File: config.mk
export PLATFORM = sky130hd
export DESIGN_NAME = serial_adder
export DESIGN_NICKNAME = d
export VERILOG_FILES = /design/src/rtl/serial_adder_pkg.sv /design/src/rtl/fullAdder.sv /design/src/rtl/serial_adder.sv
export SDC_FILE = /design/constraint.sdc
export NUM_CORES = 1
export LEC_CHECK = 0
export BUFFER_PORTS_ARGS = -buffer_cell sky130_fd_sc_hd__clkbuf_2
export CAP_MARGIN = 30
export CORE_ASPECT_RATIO = 1.1
export CORE_UTILIZATION = 59
export CTS_CLUSTER_SIZE = 30
export DETAILED_ROUTE_END_ITERATION = 8
export PLACE_DENSITY = 0.85
export SYNTH_ARGS = -nofsm -noshare
export SYNTH_HDL_FRONTEND = slang
export SYNTH_HIERARCHICAL = 1
export SYNTH_SLANG_ARGS = --single-unit
export TNS_END_PERCENT = 100
File: constraint.sdc
create_clock -name clk -period 12.4 [get_ports clk]
set_clock_uncertainty 0.15 [all_clocks]
set_input_delay 0.62 -clock clk [delete_from_list [all_inputs] [get_ports clk]]
set_output_delay 0.62 -clock clk [all_outputs]
set_load 0.05 [all_outputs]
File: src/rtl/serial_adder_pkg.sv
// Shared definitions for the bit-serial adder/subtractor.
//   sa_state_t   : controller states (IDLE, RUN, DONE)
//   SA_WIDTH_DEF : default operand/result width
package serial_adder_pkg;

    localparam int unsigned SA_WIDTH_DEF = 64;

    typedef enum logic [1:0] {
        IDLE = 2'd0,
        RUN  = 2'd1,
        DONE = 2'd2
    } sa_state_t;

endpackage

File: src/rtl/fullAdder.sv
// Team 1-bit full adder cell.
//   a, b, cin : operand bits and carry-in
//   s, cout   : sum bit and carry-out
module fullAdder (
    input  logic a,
    input  logic b,
    input  logic cin,
    output logic s,
    output logic cout
);

    assign s    = a ^ b ^ cin;
    assign cout = (a & b) | (cin & (a ^ b));

endmodule

File: src/rtl/serial_adder.sv
// Bit-serial adder/subtractor: one operand bit pair per clock through a
// single full adder cell, result shifted in LSB first.
//   clk, reset        : rising-edge clock, async active-high reset
//   start, a, b, sub  : request pulse and operands (captured in IDLE only)
//   busy, done        : busy in RUN/DONE, done pulses one cycle with result
//   result            : WIDTH-bit modular sum/difference
//   flag_n/z/c/v      : condition flags, built only with SERIAL_ADDER_FLAGS_EN
//                       defined; otherwise tied to 0
module serial_adder
    import serial_adder_pkg::*;
#(
    parameter int unsigned WIDTH = SA_WIDTH_DEF
) (
    input  logic             clk,
    input  logic             reset,
    input  logic             start,
    input  logic [WIDTH-1:0] a,
    input  logic [WIDTH-1:0] b,
    input  logic             sub,
    output logic             busy,
    output logic             done,
    output logic [WIDTH-1:0] result,
    output logic             flag_n,
    output logic             flag_z,
    output logic             flag_c,
    output logic             flag_v
);

    localparam int unsigned CNT_W = $clog2(WIDTH);

    sa_state_t        state_q, state_d;
    logic [WIDTH-1:0] a_sh_q, a_sh_d;
    logic [WIDTH-1:0] b_sh_q, b_sh_d;
    logic [WIDTH-1:0] result_q, result_d;
    logic [CNT_W-1:0] cnt_q, cnt_d;
    logic             sub_q, sub_d;
    logic             carry_q, carry_d;
    logic             busy_q, busy_d;
    logic             done_q, done_d;

    logic             fa_sum;
    logic             fa_cout;
    logic             last_bit;

    // Subtraction is A + ~B + 1: B is inverted here, the +1 is the preset carry.
    fullAdder u_fa (
        .a    (a_sh_q[0]),
        .b    (b_sh_q[0] ^ sub_q),
        .cin  (carry_q),
        .s    (fa_sum),
        .cout (fa_cout)
    );

    assign last_bit = (cnt_q == CNT_W'(WIDTH - 1));

    // Next-state and datapath
    always_comb begin
        state_d  = state_q;
        a_sh_d   = a_sh_q;
        b_sh_d   = b_sh_q;
        result_d = result_q;
        cnt_d    = cnt_q;
        sub_d    = sub_q;
        carry_d  = carry_q;

        unique case (state_q)
            IDLE: begin
                if (start) begin
                    a_sh_d  = a;
                    b_sh_d  = b;
                    sub_d   = sub;
                    carry_d = sub;
                    cnt_d   = '0;
                    state_d = RUN;
                end
            end
            RUN: begin
                result_d = {fa_sum, result_q[WIDTH-1:1]};
                a_sh_d   = a_sh_q >> 1;
                b_sh_d   = b_sh_q >> 1;
                carry_d  = fa_cout;
                cnt_d    = cnt_q + CNT_W'(1);
                if (last_bit) begin
                    state_d = DONE;
                end
            end
            DONE: begin
                state_d = IDLE;
            end
            default: begin
                state_d = IDLE;
            end
        endcase

        busy_d = (state_d != IDLE);
        done_d = (state_d == DONE);
    end

    // State and datapath registers
    always_ff @(posedge clk or posedge reset) begin
        if (reset) begin
            state_q  <= IDLE;
            a_sh_q   <= '0;
            b_sh_q   <= '0;
            result_q <= '0;
            cnt_q    <= '0;
            sub_q    <= 1'b0;
            carry_q  <= 1'b0;
            busy_q   <= 1'b0;
            done_q   <= 1'b0;
        end else begin
            state_q  <= state_d;
            a_sh_q   <= a_sh_d;
            b_sh_q   <= b_sh_d;
            result_q <= result_d;
            cnt_q    <= cnt_d;
            sub_q    <= sub_d;
            carry_q  <= carry_d;
            busy_q   <= busy_d;
            done_q   <= done_d;
        end
    end

    assign busy   = busy_q;
    assign done   = done_q;
    assign result = result_q;

`ifdef SERIAL_ADDER_FLAGS_EN
    logic msb_cin_q, msb_cin_d;
    logic flag_n_q, flag_n_d;
    logic flag_z_q, flag_z_d;
    logic flag_c_q, flag_c_d;
    logic flag_v_q, flag_v_d;

    // Flags are computed from the MSB step, when carry_q is the MSB carry-in.
    always_comb begin
        msb_cin_d = msb_cin_q;
        flag_n_d  = flag_n_q;
        flag_z_d  = flag_z_q;
        flag_c_d  = flag_c_q;
        flag_v_d  = flag_v_q;
        if (state_q == RUN && last_bit) begin
            msb_cin_d = carry_q;
            flag_n_d  = fa_sum;
            flag_z_d  = (result_d == '0);
            flag_c_d  = fa_cout;
            flag_v_d  = carry_q ^ fa_cout;
        end
    end

    always_ff @(posedge clk or posedge reset) begin
        if (reset) begin
            msb_cin_q <= 1'b0;
            flag_n_q  <= 1'b0;
            flag_z_q  <= 1'b0;
            flag_c_q  <= 1'b0;
            flag_v_q  <= 1'b0;
        end else begin
            msb_cin_q <= msb_cin_d;
            flag_n_q  <= flag_n_d;
            flag_z_q  <= flag_z_d;
            flag_c_q  <= flag_c_d;
            flag_v_q  <= flag_v_d;
        end
    end

    assign flag_n = flag_n_q;
    assign flag_z = flag_z_q;
    assign flag_c = flag_c_q;
    assign flag_v = flag_v_q;
`else
    assign flag_n = 1'b0;
    assign flag_z = 1'b0;
    assign flag_c = 1'b0;
    assign flag_v = 1'b0;
`endif

endmodule

## Yosys cells after proc, flatten, opt, wreduce, memory -nomap -nowiden

Index checks and enable logic that the tools add are counted.

- Reductions and logical operators: 5
- Eq/ne operators: 4
- Bitwise logic cells: 6
- Mux-type cells: 11
- Add/sub/neg operators: 1

Operator list:

| kind | number |
|---|---|
| $pmux W64 S2 | 2 |
| $mux W64 | 2 |
| $pmux W6 S2 | 1 |
| $add A6 B1 Y6 const B | 1 |
| $eq A6 B6 Y1 const B | 1 |
| $mux W6 | 1 |
| $mux W2 | 2 |
| $pmux W2 S2 | 1 |
| $reduce_and A2 Y1 | 2 |
| $reduce_bool A2 Y1 | 2 |
| $xor A1 B1 Y1 | 3 |
| $and A1 B1 Y1 | 2 |
| $eq A2 B1 Y1 const B | 1 |
| $eq A2 B2 Y1 const B | 1 |
| $logic_not A2 Y1 | 1 |
| $ne A2 B2 Y1 const B | 1 |
| $pmux W1 S2 | 1 |
| $mux W1 | 1 |
| $or A1 B1 Y1 | 1 |

- Logic and storage cells: 36
- Bits of input ports: 132
- Bits in registers: 204
- Output and inout bits: 70

## Longest topological paths before layout

Gate-level depths: netlist of run 1.

- Depth in word-level cells: 5
- Mapped depth: 7
- Gate-level depth less buffers: 4

## Cells and area by module

Netlist of run 1, hierarchy kept.

Modules (own cells, without submodules):

| module | times used | area each (µm²) | cells an instance | sequential area each (µm²) |
|---|---|---|---|---|
| serial_adder | 1 | 9459.1 | 993 | 5104.9 |
| fullAdder | 1 | 20.0 | 1 | 0.0 |

## Least setup slack after synthesis of run 1

Ideal clock, no wire load.

- Path kind: input to register
- Start point: input start
- End point: register a_sh_q[45]
- Setup time: 0.132 ns
- Cell stages on the path: 6
- Arrival: 1.325 ns
- Data required time: 12.118 ns
- Buffers on the path: 3
- Path slack: 10.793 ns
- Cells stage by stage: buf_4 nor2b_4 buf_6 buf_8 a21oi_2 o21ai_1

- Longest elaborated chain between the ends: 2

Ends and longest elaborated chain:

| what | RTL line | text |
|---|---|---|
| from (decl) | serial_adder.sv:16 | `input logic start,` |
| $ne A2 B2 Y1 (no line) | n/a |  |
| $reduce_and A2 Y1 (no line) | n/a |  |
| to (signal assigned) | serial_adder.sv:113 | `a_sh_q <= a_sh_d;` |
| to (decl) | serial_adder.sv:32 | `logic [WIDTH-1:0] a_sh_q, a_sh_d;` |

No other way between the ends.
A chain may end at the register's enable or synchronous reset.

## Worst setup path in the final report of run 1

- Start point: register state_q[0]
- End point: register a_sh_q[56]

- Longest elaborated chain between the ends: 3
- Elaborated cells between the ends (all ways): 6
- Those cells by class: eq/ne (2); mux (1); reduce/logical (3)

Ends and longest elaborated chain:

| what | RTL line | text |
|---|---|---|
| from (decl) | serial_adder.sv:31 | `sa_state_t state_q, state_d;` |
| from (signal assigned) | serial_adder.sv:112 | `state_q <= state_d;` |
| $eq A2 B1 Y1 or $logic_not A2 Y1 (tied branches) | serial_adder.sv:66 | `unique case (state_q)` |
| $reduce_bool A2 Y1 (no line) or $ne A2 B2 Y1 (tied branches) | n/a |  |
| $reduce_and A2 Y1 (no line) | n/a |  |

Several ways; a longest one is shown, not always the timed one.

==> flow_metrics.tcl, run 1 <==
set metrics [dict create \
    status "finished, final reports clean" \
    crit_chain "buf_4 > nor2b_4 > buf_4 > a22oi_1 > o21ai_1" \
    layout_min_cycle_time_ns 3.743 \
    port-buffer-count 197 \
    clockRootBuffer "clkbuf_16" \
    timing.rr.start "state_q[0]" \
    path_depth 5 \
    synth-warning-count 6 \
    final_layout_size_suffix_gt1_share_pct 22.64 \
    die_w_microns 122.9 \
    cts_buffers 21 \
    grt_max_degree 121 \
    rsz0062_at_grt "no" \
    multi_input_area_sq_um 3722 \
    first_pass_iters 5 \
    worstSkewPairLatency_ns 0.49 \
    ys_seq_area_share_pct 53.85 \
    synth_cell_types 36 \
    fp-row-count 48 \
    synth_cells 994 \
    cap_violations 0 \
    grt_pass1_vias 7045 \
    routedWlPerCell_microns 14.97 \
    setup_viol 0 \
    slowest_delay_ns 0.99 \
    yosys.area.top_type "dfrtp_1" \
    design.die.area_sq_um 16580 \
    slew_headroom_pct 37.67 \
    gp_congestion 0.7461 \
    synth_area_sq_um 9479 \
    drt-total-wl_microns 20250 \
    area_delta_synth_final_pct 14.78 \
    hold_class "in -> async" \
    syn_area_per_cell_sq_um 9.536 \
    grt-ovfl-total 0 \
    cts_setup_buffers 0 \
    reg2reg_depth 5 \
    yosysTopAreaCellShare_pct 53.85 \
    worstMarginPinSlew_ns 0.9350 \
    hold_buffers 0 \
    hold_viol 0 \
    crit_end "a_sh_q[56]" \
    nFillCells 1215 \
    layout_worst_path_cycle_share_pct 30.18 \
    num_antenna_cells 0 \
    core_sq_um 15680 \
    tns_ns 0 \
    path_buf_inv 2 \
    initial_core_util_pct 60.47 \
    path_max_fanout 101 \
    ys_seq_elements 204 \
    cp-startpoint "state_q[0]" \
    drtIter0Drc 490 \
    clock.fmax_ghz 0.2672 \
    ant_nets 0 \
    route.vias.total 7511 \
    reg2reg_to "a_sh_q[56]" \
    slew_viol_final 0 \
    cts_tree "done" \
    grt_pass1_wl_microns 33620 \
    power.leakage_uw 0.005629 \
    critPathRequiredTime_ns 12.65 \
    final_nets 1273 \
    reg2reg_setup_slack_ns 8.66 \
    end_kind "flop" \
    synth_area_leaders "dfrtp_1 (54%), nand2_1 (12%), and3b_1 (5.8%), o21ai_1 (5.3%), a22oi_1 (5.1%)" \
    hpwl_microns 12490 \
    num_io_pins 202 \
    worstPathArrival_ns 4.00 \
    crit_slowest_cell "dfrtp_4" \
    vdd_ir_drop_max_mv 0.1457 \
    crit_top_cell "buf_4" \
    cpLargestDelayFamily "buffers and inverters" \
    antenna_found_initial 0 \
    powerDensity_nw_per_um2 233.0 \
    cts.clk_slew.worst_paths_ns 0.06 \
    cts_resized 0 \
    cts_buffer_depth 3 \
    clkSinkCount 204 \
    die_h_microns 134.9 \
    grtUsageTotal_pct 24.91 \
    seqCellArea_sq_um 5112 \
    cts.htree.levels 1 \
    startpoint_type "flop" \
    path_class "reg -> reg" \
    avgViaCountPerCell 5.551 \
    post-route-util_pct 69.41 \
    drc 0 \
]
## report_power, final
group | leakage [uW] | switching (uW) | internal [uW] | total [uW]
Combinational | 0.00264 | 565 | 266 | 830
Sequential | 0.00266 | 182 | 915 | 1100
Clock | 0.000330 | 252 | 356 | 608
## logic make-up after synthesis
| logic type | count (synthesis) | synth area share, % |
|---|---|---|
| adder cells (fa/ha/maj) | 2 | 0.3432 |
| multiplexers | 3 | 0.3300 |
| flip-flops | 204 | 53.85 |
| XOR/XNOR | 1 | 0.09241 |
| buffers and inverters | 91 | 6.996 |
| other | 1 | 0.03956 |
| AO/OA/AOI/OAI | 291 | 17.73 |
| AND/OR/NAND/NOR | 401 | 20.62 |
## sequential cells by signal (all words and copies together), names as in the netlist
| signal | cells |
|---|---|
| a_sh_q | 64 |
| b_sh_q | 64 |
| busy | 1 |
| carry_q | 1 |
| cnt_q | 6 |
| done | 1 |
| result | 64 |
| state_q | 2 |
| sub_q | 1 |
## cells in the final DEF (no fill, tap or decap), types with 2 or more instances in the layout
cell type  Yosys  layout
nand2_1      296     296
dfrtp_1      204     202
clkbuf_2       0     197
o21ai_1      100     100
a21oi_1       80      80
a22oi_1       64      64
and3b_1       63      63
o21ai_0       32      32
nor2b_1       26      26
clkbuf_16      0      21
a21oi_2       10      10
buf_4         16       7
clkinv_2       0       6
conb_1         1       4
clkbuf_1      24       4
clkbuf_8       0       4
a22o_1         3       3
nor3_1         2       2
nor2_1         2       2
inv_1          3       2
nor2b_4        2       2
nand4_1        2       2
mux2i_1        2       2
buf_16         0       2
dfrtp_4        0       2
## per-layer routing
metal / track usage [%] / up-vias / wire, microns
li1: - / 3658 / -
met1: 35.15 / 3601 / 8910
met2: 39.45 / 227 / 9647
met3: 4.772 / 25 / 1398
met4: 6.572 / 0 / 296
met5: 0 / - / 0
## synth_stat cells, drive strengths merged
cell type,instances
o22ai,1
a22oi,64
inv,3
nand4,2
nor3,2
and3b,63
nand2,296
nand2b,2
and3,1
clkbuf,24
a22o,3
fa,1
mux2i,2
o21bai,1
conb,1
xor2,1
a21oi,90
nor3b,1
ha,1
nand3,2
buf,64
nor2b,29
nor2,3
o21ai,132
dfrtp,204
mux2,1
## worst min path at each step
stage,depth (start not counted),to,from
4_1_cts,2,b_sh_q[63],b[63]
2_1_floorplan,2,a_sh_q[37],a_sh_q[37]
3_3_place_gp,2,result[0],result[0]
5_1_grt,2,a_sh_q[63],a[63]
3_5_place_dp,2,result[0],result[0]
6_report,2,result[28],reset
## cell type report
type / instances / share of cell area [%]
Clock buffer: 29 / 5.474
Clock inverter: 8 / 0.6210
Inverter: 3 / 0.1725
Multi-Input combinational cell: 702 / 34.21
Sequential cell: 204 / 46.99
Tap cell: 200 / 2.300
Timing Repair Buffer: 207 / 10.23
## through the flow
step                      std cells  hold WS [ns]  total power [uW]  setup WS (ns)  instance area, sq um
after floorplan                 997        0.2992              1760          6.063                  9490
final                          1353        0.1208              2536          8.657                 10880
after CTS                      1353        0.1905              2557          8.620                 10880
after detailed placement       1316        0.3116              1944          8.615                 10220
after global routing           1353        0.1926              2708          8.270                 10880
after global placement         1313        0.3096              1899          8.673                 10140
No activity file was read; power rests on OpenSTA's default activity.
==> inputs of run 2 (changes only) <==
--- a/config.mk
+++ b/config.mk
@@ -8,10 +8,10 @@
 export BUFFER_PORTS_ARGS = -buffer_cell sky130_fd_sc_hd__clkbuf_2
 export CAP_MARGIN = 30
 export CORE_ASPECT_RATIO = 1.1
-export CORE_UTILIZATION = 59
+export CORE_UTILIZATION = 50
 export CTS_CLUSTER_SIZE = 30
 export DETAILED_ROUTE_END_ITERATION = 8
-export PLACE_DENSITY = 0.85
+export PLACE_DENSITY = 0.77
 export SYNTH_ARGS = -nofsm -noshare
 export SYNTH_HDL_FRONTEND = slang
 export SYNTH_HIERARCHICAL = 1
==> constraint.sdc (replaced) <==
create_clock -name clk -period 3.3 [get_ports clk]
set_clock_uncertainty 0.15 [all_clocks]
set_input_delay 0.165 -clock clk [delete_from_list [all_inputs] [get_ports clk]]
set_output_delay 0.165 -clock clk [all_outputs]
set_load 0.05 [all_outputs]
==> flow_metrics.tcl, run 2 (synthesized netlist as in run 1, its figures left out) <==
set metrics [dict create \
    hpwl_microns 13450 \
    clkSinkCount 204 \
    num_antenna_cells 0 \
    tns_ns 0 \
    antenna_found_initial 0 \
    grt_pass1_vias 8172 \
    path_max_fanout 72 \
    layout_min_cycle_time_ns 2.517 \
    power.leakage_uw 0.006189 \
    die_h_microns 146.4 \
    ant_nets 0 \
    startpoint_type "flop" \
    worstMarginPinSlew_ns 0.9244 \
    cts_resized 0 \
    cts.clk_slew.worst_paths_ns 0.06 \
    cts_buffers 22 \
    num_io_pins 202 \
    drt-total-wl_microns 23880 \
    clockRootBuffer "clkbuf_16" \
    cap_violations 0 \
    path_class "reg -> reg" \
    routedWlPerCell_microns 15.62 \
    die_w_microns 133.3 \
    final_layout_size_suffix_gt1_share_pct 20.22 \
    hold_viol 0 \
    holdWs_ns 0.1463 \
    grt_pass1_wl_microns 40230 \
    grt-ovfl-total 0 \
    slew_headroom_pct 38.21 \
    slew_viol_final 0 \
    rsz0062_at_grt "no" \
    initial_core_util_pct 51.30 \
    worstSkewPairLatency_ns 0.50 \
    critPathRequiredTime_ns 3.53 \
    grtUsageTotal_pct 24.95 \
    worstPathArrival_ns 2.75 \
    end_kind "flop" \
    avgViaCountPerCell 5.373 \
    layout_worst_path_cycle_share_pct 76.26 \
    design.die.area_sq_um 19510 \
    gp_congestion 0.7608 \
    core_sq_um 18480 \
    grt_max_degree 108 \
    final_nets 1406 \
    port-buffer-count 197 \
    route.vias.total 8216 \
    area_delta_synth_final_pct 29.53 \
    vdd_ir_drop_max_mv 0.6766 \
    hold_class "in -> reg" \
    cts_tree "done" \
    first_pass_iters 4 \
    status "finished, final reports clean" \
    final_cell_mix "nand2_1 (296), dfrtp_1 (202), clkbuf_2 (197)" \
    cts_buffer_depth 3 \
    clock.fmax_ghz 0.3973 \
    drc 0 \
    fp-row-count 52 \
    final_common_cell "nand2_1" \
    powerDensity_nw_per_um2 797.4 \
    drtIter0Drc 431 \
    setup_viol 0 \
    cts.htree.levels 1 \
]
==> run 2: cell types whose count changed in the layout (fill, tap and decap cells not counted), moves of 2 or more <==
cell,before,now
clkinv_2,6,2
clkbuf_1,4,8
buf_12,1,5
dlygate4sd3_1,0,130
clkbuf_16,21,23
buf_16,2,0
==> run 2: final timing paths <==
kind | end | depth (start not counted) | start | slack [ns]
worst min register to register | result[26] | 2 | result[27] | 0.33
worst max register to register | b_sh_q[50] | 4 | state_q[0] | 0.78
max in group asynchronous | result[34] | 4 | reset | 1.87
worst max-delay path | b_sh_q[50] | 4 | state_q[0] | 0.78
min in group asynchronous | a_sh_q[52] | 3 | reset | 0.18
worst min-delay path | busy | 3 | start | 0.15
==> run 2: area by class of cell <==
class / instances / area, sq um
clock buffers: 36 / 674.4
clock inverters: 2 / 10.01
fillers: 1448 / 6200
inverters: 3 / 15.01
multi-input cells: 702 / 3722
flip-flops and latches: 204 / 5112
well taps: 243 / 304.0
repair buffers: 339 / 2440
==> run 2: timing repair <==
item | in CTS | in global routing
hold buffers | 130 | 0
buffers inserted | 0 | 0
hold endpoints to repair | 159 | 0
==> run 2: metrics by stage <==
step	instance area (sq um)	setup slack [ns]	utilization (%)	std cells	total power, uW
after floorplan	9494	0.3407	-	997	6614
after global placement	10290	0.9928	55.70	1361	7178
after detailed placement	10290	0.9546	55.70	1361	7326
after CTS	12280	0.9454	66.45	1529	9812
after global routing	12280	0.6748	66.45	1529	10400
final	12280	0.7833	66.45	1529	9791
==> run 2: critical path: stages (launching register included) <==
cell and delay (ns):
dfrtp_4 0.68, o21bai_4 0.82, buf_12 0.37, nand2_1 0.18
o21ai_1 0.18
==> run 2: per-layer routing <==
| metal | vias to the layer above | GRT usage [%] | share of wire [%] |
|---|---|---|---|
| li1 | 3936 | - | - |
| met1 | 3935 | 33.84 | 42 |
| met2 | 290 | 40.91 | 49 |
| met3 | 55 | 3.611 | 5.7 |
| met4 | 0 | 8.807 | 2.8 |
| met5 | - | 0 | 0 |
==> run 2: power by group <==
| group | internal (uW) | switching (uW) |
|---|---|---|
| Combinational | 1110 | 2230 |
| Sequential | 3440 | 671 |
| Clock | 1390 | 958 |
| Total | 5930 | 3860 |
